$ cat config.mk
export PLATFORM = sky130hd
export DESIGN_NAME = vu_vxu_alu_seq
export DESIGN_NICKNAME = d
export VERILOG_FILES = /design/src/rtl/vu_vxu_alu_seq.sv
export SDC_FILE = /design/constraint.sdc
export NUM_CORES = 1
export LEC_CHECK = 0
export ABC_AREA = 1
export BUFFER_PORTS_ARGS = -buffer_cell sky130_fd_sc_hd__buf_2
export CAP_MARGIN = 10
export CORE_AREA = 8 8 164 166
export CTS_CLUSTER_DIAMETER = 60
export DETAILED_ROUTE_END_ITERATION = 8
export DIE_AREA = 0 0 172 174
export GPL_TIMING_DRIVEN = 0
export PLACE_DENSITY = 0.47
export SLEW_MARGIN = 10
export SYNTH_ARGS = -nofsm -noshare
export SYNTH_HDL_FRONTEND = slang
export SYNTH_SLANG_ARGS = --single-unit
$ cat constraint.sdc
create_clock -name clk -period 1.85 [get_ports clk]
set_clock_uncertainty 0.05 [all_clocks]
set_input_delay 0.0925 -clock clk [delete_from_list [all_inputs] [get_ports clk]]
set_output_delay 0.0925 -clock clk [all_outputs]
set_load 0.01 [all_outputs]
$ cat src/rtl/vu_vxu_alu_seq.sv
// vu_vxu_alu_seq: sequences one vector ALU op element by element through
// operand read (stage 1), ALU issue (stage 2) and writeback (stage 3).
// Optional feature macro: VU_ALU_SEQ_SCALAR_EN adds a scalar operand that
// replaces rd_data1 for every element when enabled at issue time.
module vu_vxu_alu_seq #(
  parameter int ALU_LAT   = 1,   // external ALU latency; only 1 is legal
  parameter int SZ_VIU_FN = 8,
  parameter int SZ_VLEN   = 8,
  parameter int SZ_DATA   = 64
) (
  input  logic                 clk,
  input  logic                 reset_n,
  input  logic                 issue_val,
  output logic                 issue_rdy,
  input  logic [SZ_VIU_FN-1:0] issue_fn,
  input  logic [SZ_VLEN-1:0]   issue_vlen,
`ifdef VU_ALU_SEQ_SCALAR_EN
  input  logic                 issue_scalar_en,
  input  logic [SZ_DATA-1:0]   issue_scalar,
`endif
  input  logic                 stall,
  output logic                 rd_val,
  output logic [SZ_VLEN-1:0]   rd_utidx,
  input  logic [SZ_DATA-1:0]   rd_data0,
  input  logic [SZ_DATA-1:0]   rd_data1,
  output logic                 alu_val,
  output logic                 alu_wen,
  output logic [SZ_VIU_FN-1:0] alu_fn,
  output logic [SZ_VLEN-1:0]   alu_utidx,
  output logic [SZ_DATA-1:0]   alu_in0,
  output logic [SZ_DATA-1:0]   alu_in1,
  input  logic                 alu_wen_masked,
  input  logic [SZ_DATA-1:0]   alu_out,
  output logic                 wb_val,
  output logic [SZ_VLEN-1:0]   wb_utidx,
  output logic [SZ_DATA-1:0]   wb_data,
  output logic                 done
);

  typedef enum logic [1:0] {S_IDLE, S_RUN, S_DRAIN} state_t;

  state_t               r_state, w_state_nxt;
  logic [SZ_VLEN:0]     r_cnt, w_cnt_nxt;      // one extra bit so max vlen never wraps
  logic [SZ_VIU_FN-1:0] r_fn;
  logic [SZ_VLEN-1:0]   r_vlen;
  logic                 r_out_en;              // holds issue_rdy low until first edge after reset
  logic                 r_s2_val;
  logic [SZ_VLEN-1:0]   r_s2_idx;
  logic [ALU_LAT-1:0]   r_s3_val;
  logic [SZ_VLEN-1:0]   r_s3_idx [ALU_LAT];
`ifdef VU_ALU_SEQ_SCALAR_EN
  logic                 r_scalar_en;
  logic [SZ_DATA-1:0]   r_scalar;
`endif

  logic                 w_accept;
  logic                 w_in_flight;
  logic                 w_s3_val;
  logic [SZ_VLEN:0]     w_last;

  assign issue_rdy   = (r_state == S_IDLE) && r_out_en;
  assign w_accept    = issue_rdy && issue_val;
  assign w_last      = {1'b0, r_vlen} - (SZ_VLEN + 1)'(1);
  assign w_in_flight = r_s2_val || (|r_s3_val);
  assign rd_utidx    = r_cnt[SZ_VLEN-1:0];

  // State, counter and op-latch registers.
  // NOTE: sequential state uses non-blocking (<=) so every flop samples pre-edge values.
  always_ff @(posedge clk or negedge reset_n) begin
    if (!reset_n) begin
      r_state  <= S_IDLE;
      r_cnt    <= '0;
      r_fn     <= '0;
      r_vlen   <= '0;
      r_out_en <= 1'b0;
`ifdef VU_ALU_SEQ_SCALAR_EN
      r_scalar_en <= 1'b0;
      r_scalar    <= '0;
`endif
    end else begin
      r_state  <= w_state_nxt;
      r_cnt    <= w_cnt_nxt;
      r_out_en <= 1'b1;
      if (w_accept) begin
        r_fn   <= issue_fn;
        r_vlen <= issue_vlen;
`ifdef VU_ALU_SEQ_SCALAR_EN
        r_scalar_en <= issue_scalar_en;
        r_scalar    <= issue_scalar;
`endif
      end
    end
  end

  // Next-state, counter update, read request and done pulse.
  // NOTE: every output of this block gets a default first, so no latches are inferred.
  always_comb begin
    w_state_nxt = r_state;
    w_cnt_nxt   = r_cnt;
    rd_val      = 1'b0;
    done        = 1'b0;
    case (r_state)
      S_IDLE: begin
        if (w_accept) begin
          w_cnt_nxt   = '0;
          w_state_nxt = (issue_vlen == '0) ? S_DRAIN : S_RUN;
        end
      end
      S_RUN: begin
        if (!stall) begin
          rd_val    = 1'b1;
          w_cnt_nxt = r_cnt + (SZ_VLEN + 1)'(1);
          if (r_cnt == w_last) w_state_nxt = S_DRAIN;
        end
      end
      S_DRAIN: begin
        if (!w_in_flight) begin
          done        = 1'b1;
          w_state_nxt = S_IDLE;
        end
      end
      default: w_state_nxt = S_IDLE;
    endcase
  end

  // Element pipeline: stage 2 (ALU issue) and the ALU_LAT-deep stage 3 delay line.
  // NOTE: the index delay line is reset too, so writeback index is clean straight out of reset.
  always_ff @(posedge clk or negedge reset_n) begin
    if (!reset_n) begin
      r_s2_val <= 1'b0;
      r_s2_idx <= '0;
      r_s3_val <= '0;
      for (int i = 0; i < ALU_LAT; i++) r_s3_idx[i] <= '0;
    end else begin
      r_s2_val    <= rd_val;
      r_s2_idx    <= r_cnt[SZ_VLEN-1:0];
      r_s3_val[0] <= r_s2_val;
      r_s3_idx[0] <= r_s2_idx;
      for (int i = 1; i < ALU_LAT; i++) begin
        r_s3_val[i] <= r_s3_val[i-1];
        r_s3_idx[i] <= r_s3_idx[i-1];
      end
    end
  end

  assign w_s3_val  = r_s3_val[ALU_LAT-1];

  // ALU operands are forced to zero whenever no element is at stage 2.
  assign alu_val   = r_s2_val;
  assign alu_wen   = r_s2_val;
  assign alu_fn    = r_s2_val ? r_fn     : '0;
  assign alu_utidx = r_s2_val ? r_s2_idx : '0;
  assign alu_in0   = r_s2_val ? rd_data0 : '0;
`ifdef VU_ALU_SEQ_SCALAR_EN
  assign alu_in1   = !r_s2_val  ? '0       :
                     r_scalar_en ? r_scalar : rd_data1;
`else
  assign alu_in1   = r_s2_val ? rd_data1 : '0;
`endif

  // Masked elements still retire through stage 3, they just never write.
  assign wb_val    = w_s3_val && alu_wen_masked;
  assign wb_utidx  = w_s3_val ? r_s3_idx[ALU_LAT-1] : '0;
  assign wb_data   = w_s3_val ? alu_out : '0;

endmodule

# Yosys cells after proc, flatten, opt, wreduce, memory -nomap -nowiden
# Cells that the tools add are included.
[totals]
register_bits = 46
inputBits = 213
out_inout_bits = 230
elab_cells = 46
[op_classes]
add_sub_neg = 2
eq_ne = 7
muxes = 19
n_reduce_logical = 9
[ops]
columns = ["op", "n"]
rows = [
  ["64-bit two-way mux", 3],
  ["8-bit two-way mux", 3],
  ["9-bit two-way mux", 2],
  ["9-bit case mux with 2 select lines", 1],
  ["2-bit two-way mux", 5],
  ["9-bit by 1-bit adder with 9-bit output (second input constant)", 1],
  ["9-bit equality test", 1],
  ["8-bit by 1-bit subtractor with 9-bit output (second input constant)", 1],
  ["8-bit logical NOT", 1],
  ["2-bit inequality test (second input constant)", 4],
  ["2-bit case mux with 3 select lines", 1],
  ["1-bit two-way mux", 4],
  ["4-bit AND reduction", 1],
  ["1-bit logical AND", 3],
  ["3-bit AND reduction", 1],
  ["2-bit by 1-bit equality test with 1-bit output (second input constant)", 1],
  ["2-bit equality test (second input constant)", 1],
  ["2-bit logical NOT", 1],
  ["2-bit nonzero test", 1],
  ["1-bit logical OR", 1],
]

# Logic depth before layout (Yosys ltp)
[logic_depth]
word_depth = 5
ltp_mapped = 13

# Least setup slack after synthesis
# OpenSTA, ideal clock, no wires.
[synth_path]
path_type = "reg-to-reg"
start = "register r_vlen[0]"
end = "register r_state[1]"
arrival_time_ns = 1.359
required_ns = 1.682
path_slack_ns = 0.323
path_stages_with_launch = 12
n_path_buf = 0
period_less_slack_ns = 1.527
path_cell_list = "dfrtp_1 inv_1 ha_1 or2_2 nand3_1 nor2_1 nand2_1 nor2_1 nand3_1 nand2_1 nand3_1 nand2_1"
[synth_between]
elab_chain_cells = 4
[synth_lines]
columns = ["item", "line_no", "rtl"]
rows = [
  ["start: declaration", "45", "logic [SZ_VLEN-1:0] r_vlen;"],
  ["start signal: assignment", "86", "r_vlen <= issue_vlen;"],
  ["8-bit by 1-bit subtractor with 9-bit output", "63", "assign w_last = {1'b0, r_vlen} - (SZ_VLEN + 1)'(1);"],
  ["9-bit equality test", "113", "if (r_cnt == w_last) w_state_nxt = S_DRAIN;"],
  ["2-bit inequality test (no line)", "--", ""],
  ["4-bit AND reduction (no line)", "--", ""],
  ["end signal: assignment", "81", "r_state <= w_state_nxt;"],
  ["end: declaration", "42", "state_t r_state, w_state_nxt;"],
]
# Every way passes these cells.
# A chain may end at the register's enable or synchronous reset.

# Worst setup path in the final report
[layout_path]
start = "register r_s3_val"
end = "output port wb_data[8]"
[layout_between]
elab_chain_cells = 1
[layout_lines]
columns = ["item", "line_no", "rtl"]
rows = [
  ["start: declaration", "49", "logic [ALU_LAT-1:0] r_s3_val;"],
  ["start signal: indexed assignment", "140", "r_s3_val[i] <= r_s3_val[i-1];"],
  ["64-bit two-way mux", "164", "assign wb_data = w_s3_val ? alu_out : '0;"],
  ["end: declaration", "36", "output logic [SZ_DATA-1:0] wb_data,"],
]
# Every way passes these cells.

==> flow_summary.yaml <==
placement:
  place.port_buffers: 442
  post-place-cells: 1467
  gp_routability_congestion: 0.9104
  dpl.hpwl_um: 23800
global_route:
  grt_start_max_net_pins: 47
  gr-total-overflow: 0
  grt_antenna_before_repair: 17
  grt_pass1_vias: 5389
  grt_first_pass_wirelength_um: 36780
  track_usage_pct: 16.57
critical_path:
  worstPathMaxFanout: 10
  path_delay_family: "buffers and inverters"
  timing_worst_setup_path_type: "register to output pin"
  worstPathRequired_ns: 1.71
  cp_common_cell: "sky130_fd_sc_hd__buf_2"
  worst-path-stages: 5
  worst_setup_path_end_kind: "output pin"
  timing.critical_path.arrival_ns: 1.58
  ff2ff_setup_slack_ns: 0.21
  worst_path_max_delay_cell: "sky130_fd_sc_hd__clkbuf_1"
  ff2ff_path_depth: 11
  timing.critical_path.cells: "buf_2 > clkbuf_1 > nand2_1 > inv_1 > buf_2"
  cpPeakStageDelay_ns: 0.35
  crit-reg2reg-launch: "r_vlen[0]"
  crit-reg2reg-capture: "r_state[1]"
  path_buf_inv: 4
  cp-start-kind: "register"
power:
  p_comb_share_pct: 60.1
  power.switching_fraction_pct: 48.40
  static-leakage-power_nw: 5.696
  clock_power_share_pct: 15.1
  power.density_mw_per_mm2: 920.7
  power.switching_w: 0.003014
  power_frac_seq_pct: 24.8
  internal_power_w: 0.003214
  vdd_drop_max_uv: 551.6
routing:
  drtAntennaViolNets: 0
  drcViolationCount: 0
  dr.first_iter.drc_count: 277
  drt_pre_antenna_iters: 5
  detail_route.wirelength_um: 26470
  wire_per_inst_um: 17.69
  per_cell_via_count_in_the_routed_design: 3.686
  total_via_count_in_the_routed_design: 5515
die:
  dieHeight_um: 174
  start_util_pct: 15.38
  chipWidth_um: 172
  rows: 58
  ios: 443
  core_area_mm2: 0.02453
  die_area_mm2: 0.02993
clock_network:
  cts-buffers-inserted: 5
  cts_tree: "done"
  clkTransAtPathRegs_ns: 0.07
  cts-root-buf: "sky130_fd_sc_hd__clkbuf_16"
  clock_sink_count: 46
  clkLatencyLatePin_ns: 0.29
  htree_levels: 2
  ctsLongestPathBuffers: 2
layout:
  num-fill-cells: 2943
  net_count_final: 1375
  final_core_utilization_pct: 27.58
  final_cell_count_no_fill: 1496
  area_growth_syn_to_layout_pct: 79.24
  fraction_of_layout_cells_with_a_size_suffix_above_1_pct: 42.55
synth:
  ys.flop_type: "sky130_fd_sc_hd__dfrtp_1"
  synthesis.area_mm2: 0.003774
  fraction_of_synthesis_flops_using_an_asynchronous_set_or_reset_pin_pct: 100.0
  post_synth_num_cell_types: 26
  synth_sequential_area_ratio_pct: 30.50
  synth-edff-count: 0
  syn_inst: 695
  synth.net_count: 910
  syn-mean-instance-area_um2: 5.430
  synth_seq_cells: 46
  yosysWarnings: 0
timing:
  tightestPinTransition_ns: 1.090
  slew_viol_final: 0
  top_achievable_clock_speed_ghz: 0.5799
  timing.final.hold_violations: 46
  period_share_pct: 93.21
  timing.hold.ws_ns: -0.04669
  period_minus_slack_ns: 1.724
  setup_repair_after_global_routing_missed_its_margin: "no"
  finalSetupViolations: 0
  max_slew_margin_pct: 27.31
min_path:
  hold_path_class: "primary input to asynchronous set/reset pin"
status:
  violations_in_the_final_reports: "negative hold slack"
  outcome: "finished, violations left"
flow_run:
  maxCapViolCount: 0
-- synth_stat cells, drive strengths merged, types with 2 or more instances --
master  number  area [um^2]
and2         2        12.51
ha           2        25.02
xor2         4        35.03
nand3       18        90.09
or2          2        12.51
nor4         2        12.51
buf         20        127.6
inv        238        893.4
o21ai       12        63.81
a21oi        7        35.03
nand2      297         1115
clkbuf      17        63.81
nor2        21        88.84
dfrtp       46         1151
-- timing repair --
item / CTS / global route
buffers inserted: 0 / 1
gates resized for setup: 16 / 19
hold buffers: 15 / 0
endpoints found under the setup margin: 215 / 96
hold endpoints to repair: 15 / 0
-- worst register-to-register path, cell delays in order, from the launching register on --
cell and delay [ns]:
sky130_fd_sc_hd__dfrtp_1 0.36, sky130_fd_sc_hd__inv_2 0.06, sky130_fd_sc_hd__ha_1 0.31, sky130_fd_sc_hd__or2_2 0.28, sky130_fd_sc_hd__nand3_1 0.08, sky130_fd_sc_hd__nor2_1 0.04, sky130_fd_sc_hd__nand2_1 0.06, sky130_fd_sc_hd__nor2_1 0.04
sky130_fd_sc_hd__nand3_1 0.07, sky130_fd_sc_hd__nand2_2 0.06, sky130_fd_sc_hd__nand3_1 0.07, sky130_fd_sc_hd__nand2_1 0.05
-- cell usage in the layout, fill, tap and decap left out --
master / netlist / final
sky130_fd_sc_hd__buf_2: 9 / 445
sky130_fd_sc_hd__nand3b_1: 1 / 1
sky130_fd_sc_hd__nor2_1: 19 / 19
sky130_fd_sc_hd__inv_1: 237 / 236
sky130_fd_sc_hd__dfrtp_1: 46 / 45
sky130_fd_sc_hd__nor3_1: 1 / 1
sky130_fd_sc_hd__o21ai_0: 11 / 11
sky130_fd_sc_hd__ha_1: 2 / 2
sky130_fd_sc_hd__nand3_1: 18 / 18
sky130_fd_sc_hd__xnor2_1: 1 / 1
sky130_fd_sc_hd__o21ai_2: 1 / 1
sky130_fd_sc_hd__or2_2: 2 / 2
sky130_fd_sc_hd__diode_2: 0 / 5
sky130_fd_sc_hd__clkbuf_1: 17 / 3
sky130_fd_sc_hd__nor2_2: 1 / 1
sky130_fd_sc_hd__buf_4: 11 / 17
sky130_fd_sc_hd__clkbuf_2: 0 / 10
sky130_fd_sc_hd__nand2_1: 297 / 296
sky130_fd_sc_hd__nor4_1: 2 / 2
sky130_fd_sc_hd__xor2_1: 4 / 4
sky130_fd_sc_hd__clkbuf_16: 0 / 5
sky130_fd_sc_hd__o22ai_1: 1 / 1
sky130_fd_sc_hd__clkbuf_4: 0 / 5
sky130_fd_sc_hd__nor2_4: 1 / 1
sky130_fd_sc_hd__and2_1: 2 / 2
sky130_fd_sc_hd__nand4_1: 1 / 1
sky130_fd_sc_hd__inv_6: 0 / 1
sky130_fd_sc_hd__dfrtp_2: 0 / 1
sky130_fd_sc_hd__conb_1: 1 / 1
sky130_fd_sc_hd__a21oi_1: 7 / 7
sky130_fd_sc_hd__dlygate4sd3_1: 0 / 15
sky130_fd_sc_hd__mux2i_1: 1 / 1
sky130_fd_sc_hd__nand2_2: 0 / 1
sky130_fd_sc_hd__clkinvlp_4: 0 / 2
sky130_fd_sc_hd__inv_2: 1 / 2
-- power groups by stage --
stage	clock network (W)	registers (W)	logic, W
after floorplan	0	0.00150	0.00207
after global placement	0	0.00156	0.00369
after detailed placement	0	0.00157	0.00369
after CTS	0.000978	0.00156	0.00377
after global routing	0.00100	0.00160	0.00422
final	0.000937	0.00155	0.00374
-- sequential cells by signal (all words and copies together), names as in the netlist --
signal and cells:
alu_val 1, r_out_en 1, r_s2_idx 8, r_state 2, r_vlen 8, r_s3_idx 8
r_fn 8, r_cnt 9, r_s3_val 1
-- cell type report --
type	count	area [um^2]	share of cell area [%]
repair buffers	458	2370	35.04
multi-input cells	374	1540	22.77
flip-flops and latches	46	1152	17.04
inverters	238	893.4	13.21
well taps	330	412.9	6.104
plain buffers	37	234.0	3.459
clock buffers	5	125.1	1.850
clock inverters	3	23.77	0.3515
diodes	5	12.51	0.1850
-- per-layer routing --
metal	vias up	global-route usage (%)	wire length, um
li1	2808	-	-
met1	2435	19.40	10430
met2	236	26.47	11850
met3	24	9.142	3804
met4	12	2.695	297
met5	-	0	81
-- worst max-delay path by stage --
stage                         start     endpoint  slack [ns]
after global routing       r_s3_val  wb_data[40]       0.002
after global placement      alu_val   alu_in0[4]       -0.13
final                      r_s3_val   wb_data[8]        0.13
after CTS                  r_s3_val  wb_data[23]        0.02
after detailed placement    alu_val   alu_in0[5]       -0.13
after floorplan           r_vlen[0]   r_state[1]        0.32
-- metrics by stage --
stage	area (um^2)	hold slack [ns]	power (W)	setup TNS, ns	setup WS [ns]
floorplan	3774	-0.2531	0.003566	0	0.3231
global placement	6399	0.2397	0.005253	-2.317	-0.1271
detailed placement	6399	0.2413	0.005263	-2.321	-0.1344
CTS	6725	0.003379	0.006300	0	0.01631
global route	6759	0.03022	0.006815	0	0.001865
finish	6764	-0.04669	0.006228	0	0.1255
-- cells by family (layout without fill, tap and decap cells) --
group | Yosys count | count (layout) | share of synthesized area (%)
compound gates | 20 | 20 | 2.785
xor+xnor | 5 | 5 | 1.160
fa+ha+maj | 2 | 2 | 0.6630
buf+inv | 275 | 741 | 28.75
flops | 46 | 46 | 30.50
mux | 1 | 1 | 0.2653
other cells | 1 | 6 | 0.09937
simple gates | 345 | 345 | 35.78
No activity file was read; power rests on OpenSTA's default activity.
